**src/rtl/demux1to3_buf_pkg.sv**
```systemverilog
// Shared SAYAC definitions: destination encoding and the sel1 > sel2 > sel3 priority decode.
package demux1to3_buf_pkg;

  typedef logic [1:0] dest_t;

  localparam dest_t DEST_NONE = 2'd0;
  localparam dest_t DEST_1    = 2'd1;
  localparam dest_t DEST_2    = 2'd2;
  localparam dest_t DEST_3    = 2'd3;

  function automatic dest_t decode_dest(input logic sel1, input logic sel2, input logic sel3);
    if (sel1) return DEST_1;
    if (sel2) return DEST_2;
    if (sel3) return DEST_3;
    return DEST_NONE;
  endfunction

endpackage

```
**src/rtl/demux1to3_buf_out_slot.sv**
```systemverilog
// One-entry output register slice; a load wins over a simultaneous drain.
module out_slot #(
  parameter int unsigned N = 16
) (
  input  logic         clk,
  input  logic         rst,
  input  logic         load,
  input  logic [N-1:0] loadData,
  output logic [N-1:0] outData,
  output logic         outValid,
  input  logic         outReady
);

  logic [N-1:0] data_q, data_d;
  logic         valid_q, valid_d;

  always_comb begin
    data_d  = data_q;
    valid_d = valid_q;
    if (load) begin
      data_d  = loadData;
      valid_d = 1'b1;
    end else if (valid_q && outReady) begin
      valid_d = 1'b0;
    end
  end

  always_ff @(posedge clk) begin
    if (rst) begin
      data_q  <= '0;
      valid_q <= 1'b0;
    end else begin
      data_q  <= data_d;
      valid_q <= valid_d;
    end
  end

  assign outData  = data_q;
  assign outValid = valid_q;

endmodule

```
**src/rtl/demux1to3_buf.sv**
```systemverilog
// Registered 1-to-3 priority demux with per-port one-entry buffers and a dropped-word counter.
module demux1to3_buf
  import demux1to3_buf_pkg::*;
#(
  parameter int unsigned N  = 16,
  parameter int unsigned CW = 8
) (
  input  logic          clk,
  input  logic          rst,
  input  logic [N-1:0]  inData,
  input  logic          inValid,
  input  logic          sel1,
  input  logic          sel2,
  input  logic          sel3,
  output logic          inReady,
  output logic [N-1:0]  out1Data,
  output logic [N-1:0]  out2Data,
  output logic [N-1:0]  out3Data,
  output logic          out1Valid,
  output logic          out2Valid,
  output logic          out3Valid,
  input  logic          out1Ready,
  input  logic          out2Ready,
  input  logic          out3Ready,
  output logic [CW-1:0] dropCount
);

  dest_t         dest;
  logic          xfer;
  logic [2:0]    load;
  logic [CW-1:0] drop_q, drop_d;

  assign dest = decode_dest(sel1, sel2, sel3);

  // A slot can accept when empty or when its current word drains this same cycle.
  always_comb begin
    inReady = 1'b1;
    unique case (dest)
      DEST_1:  inReady = !out1Valid || out1Ready;
      DEST_2:  inReady = !out2Valid || out2Ready;
      DEST_3:  inReady = !out3Valid || out3Ready;
      default: inReady = 1'b1;
    endcase
    if (rst) inReady = 1'b0;
  end

  assign xfer = inValid && inReady;

  always_comb begin
    load   = 3'b000;
    drop_d = drop_q;
    if (xfer) begin
      unique case (dest)
        DEST_1:  load = 3'b001;
        DEST_2:  load = 3'b010;
        DEST_3:  load = 3'b100;
        default: drop_d = drop_q + CW'(1);
      endcase
    end
  end

  always_ff @(posedge clk) begin
    if (rst) drop_q <= '0;
    else     drop_q <= drop_d;
  end

  assign dropCount = drop_q;

  out_slot #(.N(N)) u_slot1 (
    .clk      (clk),
    .rst      (rst),
    .load     (load[0]),
    .loadData (inData),
    .outData  (out1Data),
    .outValid (out1Valid),
    .outReady (out1Ready)
  );

  out_slot #(.N(N)) u_slot2 (
    .clk      (clk),
    .rst      (rst),
    .load     (load[1]),
    .loadData (inData),
    .outData  (out2Data),
    .outValid (out2Valid),
    .outReady (out2Ready)
  );

  out_slot #(.N(N)) u_slot3 (
    .clk      (clk),
    .rst      (rst),
    .load     (load[2]),
    .loadData (inData),
    .outData  (out3Data),
    .outValid (out3Valid),
    .outReady (out3Ready)
  );

endmodule

```
**config.mk**
```make
export PLATFORM = sky130hd
export DESIGN_NAME = demux1to3_buf
export DESIGN_NICKNAME = d
export VERILOG_FILES = /design/src/rtl/demux1to3_buf_pkg.sv /design/src/rtl/demux1to3_buf_out_slot.sv /design/src/rtl/demux1to3_buf.sv
export SDC_FILE = /design/constraint.sdc
export NUM_CORES = 1
export LEC_CHECK = 0
export ABC_CLOCK_PERIOD_IN_PS = 2080
export CAP_MARGIN = 40
export CORE_ASPECT_RATIO = 0.6
export CORE_UTILIZATION = 45
export CTS_BUF_LIST = sky130_fd_sc_hd__clkbuf_4 sky130_fd_sc_hd__clkbuf_8 sky130_fd_sc_hd__clkbuf_16
export DETAILED_ROUTE_END_ITERATION = 7
export PLACE_DENSITY = 0.81
export RECOVER_POWER = 25
export SYNTH_ARGS = -nofsm -noshare
export SYNTH_HDL_FRONTEND = slang
export SYNTH_SLANG_ARGS = --single-unit
```
**constraint.sdc**
```tcl
create_clock -name clk -period 2.08 [get_ports clk]
set_input_delay 0.208 -clock clk [delete_from_list [all_inputs] [get_ports clk]]
set_output_delay 0.208 -clock clk [all_outputs]
set_load 0.005 [all_outputs]
```
==> out/results.txt <==
Synth Area in Simple Gates: 0.198
Area of the multi-input gates: 1190 sq um
WL final: 8550 um
Slowest CP cell: clkbuf_1
Latest clock arrival within the worst-skew pair: 350 ps
CTS sink count: 59
Hold_ws: 319 ps
Via density: 6.29
Die area: 5950 sq um
Compound-gate portion of the synthesized area: 0.264
Crit-path max FO: 17
Largest area contributor in the synthesized netlist: dfxtp_1
Num rows: 20
RSZ-0062 raised after global routing: no
CP max stage delay: 590 ps
Clk Tree Root Cell: clkbuf_8
Post-synthesis sequential area ratio: 0.466
Largest family of logic cells by synthesized area: compound AO/OA/AOI/OAI gates
Detailed-route wire length per cell: 19.3 um
Synth cell types: 28
Post-Synth Adder-Cell Area: 0.00494
Share of cells above drive strength 1: 0.103
Fin. Hold Viols: 0
Tot Pwr: 2.61 mW
Setup-failing EPs final: 0
DRT Pass-1 Iters: 6
Cells after synthesis: 295
Vias in the first global route: 2559
Top post-synthesis cells by area: dfxtp_1 47%, a21oi_1 11%, o31ai_1 11%
CP required: 2350 ps
Ys flop type: dfxtp_1
Synthesis Warnings: 0
CP Class: primary input to register
Initial antenna violation count: 0
TritonCTS Buffers: 9
CTS tree: built
#FFs+latches synth: 59
GRT overflow: 0
DR vias: 2785
Initial core utilization: 0.485
Syn Area/Cell: 8.59 sq um
Worst hold path type: primary input to register
Max Root-Sink Buffers: 2
Power Dens Cells: 714 nW/um^2
Tmin final: 1800 ps
EDFF count, synth: 0
Rel. slew slack: 0.379
Tightest Pin Transition: 929 ps
Lkg Pwr: 1.29 nW
Largest net degree at the start of global routing: 50
CP most frequent cell: clkbuf_1
Worst path cell trace: clkdlybuf4s50_1 -> clkbuf_1 -> nor3b_2 -> clkbuf_1 -> nand4_1 -> a21oi_1
CP Buf/Inv Count: 3
Slew Viols, Final: 0
Post-synthesis xor/xnor area fraction: 0
H-Tree Depth: 3
CP endpoint kind: register
DRC: 0
Core area: 5230 sq um
First-pass GRT wire length: 13500 um
Setup Skew: 8.16 ps
Drt initial violations: 240
CP Launch Type: primary input
Final Cycle Share: 0.867
Placer Congestion: 0.853
Crit path max-delay family: buffers and inverters
Mux cell area share after synthesis: 0.00444
GRT Util Overall: 0.302
Core Util, Final: 0.700
Outcome: completed
Highest clock rate: 555 MHz
Max-Cap Viols: 0
Filler cell count: 413
Ant. Diodes: 0
Layout area overhead: 44.5%
Die height: 60.1 um
Worst-path clk slew: 70 ps
Post-synth top area share: 0.466
FF/Latch Area: 1180 sq um
Mapped Area: 2530 sq um
Die X: 98.9 um
Hpwl dp: 5670 um
Maximum vdd drop: 0.000360 V
Asr flop ratio synth: 0
Synth Net Count: 321
Port buffer count: 84
Post-DRT Antenna Nets: 0
WP data arrival: 2070 ps
I/O pins: 85
# nets final: 398
[flip-flops by register name, indices dropped and copies added, names as in the netlist]
name and count:
dropCount 8, u_slot1.outData 16, u_slot1.outValid 1, u_slot2.outData 16
u_slot2.outValid 1, u_slot3.outData 16, u_slot3.outValid 1
[cells in the mapped netlist, types with 2 or more instances]
| cell type | number |
|---|---|
| dfxtp_1 | 59 |
| a21oi_1 | 58 |
| o31ai_1 | 37 |
| nand4_1 | 33 |
| clkbuf_1 | 29 |
| nand3_1 | 20 |
| o21ai_0 | 19 |
| or4_1 | 5 |
| buf_1 | 4 |
| nor2_1 | 4 |
| nor2b_1 | 4 |
| nand2_1 | 3 |
| nand2b_1 | 3 |
| buf_6 | 2 |
| or3_1 | 2 |
[cell families after synthesis]
group / after synthesis
AOI/OAI and AO/OA: 115
and+or+nand+nor: 81
DFF: 59
buffers and inverters: 38
muxes: 1
adders and majority gates: 1
[timing repair]
action / 4_1_cts / 5_1_grt
resized for setup: 0 / 1
buffers inserted: 0 / 0
setup endpoints to repair: 0 / 1
hold buffers: 0 / 0
[worst reg2reg max path: stages, from the launching register on]
cell	delay, ps
dfxtp_1	350
nor2b_1	750
o21ai_0	250
a21oi_1	190
[layout make-up]
cell class                      instances  share of cell area
Clock buffer                           11              0.0413
Clock inverter                          5              0.0205
Inverter                                2             0.00205
Multi-Input combinational cell        198               0.326
Sequential cell                        59               0.323
Tap cell                               66              0.0225
Timing Repair Buffer                  102               0.265
[layer usage]
layer / wire length (um) / share of wire / GRT usage
met1: 3780 / 0.44 / 0.407
met2: 3760 / 0.44 / 0.461
met3: 867 / 0.10 / 0.113
met4: 140 / 0.016 / 0.0704
met5: 0 / 0 / 0
[worst paths after layout]
check | cells after the start | endpoint | start | slack [ps]
max | 6 | u_slot2.outData[2] | inValid | 280
min | 3 | u_slot3.outData[13] | rst | 320
max reg2reg | 3 | u_slot1.outData[9] | u_slot1.outValid | 490
min reg2reg | 2 | u_slot2.outData[5] | u_slot2.outData[5] | 470
[metrics by stage]
| stage | cells | setup WS (ps) | setup TNS [ps] | area (sq um) |
|---|---|---|---|---|
| floorplan | 295 | 419 | 0 | 2530 |
| global route | 443 | 172 | 0 | 3660 |
| global placement | 426 | 36.7 | 0 | 3430 |
| CTS | 443 | 20.0 | 0 | 3670 |
| detailed placement | 427 | -26.8 | -26.8 | 3440 |
| finish | 443 | 277 | 0 | 3660 |
[placed cells by master, fill, tap and decap left out, drive strengths merged, types with 2 or more instances in the layout]
cell type / count
dfxtp: 59
nor2: 4
o31ai: 37
buf: 17
nand4: 33
or3: 2
bufinv: 2
clkdlybuf4s50: 55
o21ai: 19
nand2: 3
nand3: 20
clkinv: 4
or4: 5
nor2b: 4
dlygate4sd3: 27
clkbuf: 13
a21oi: 58
nand2b: 3
[power by group]
group	switching, mW	total [mW]	internal [mW]
combinational	0.138	0.252	0.114
sequential	0.0131	1.17	1.15
clock	0.464	1.20	0.733
total	0.615	2.61	2.00
(Power assumes the default switching activity.)
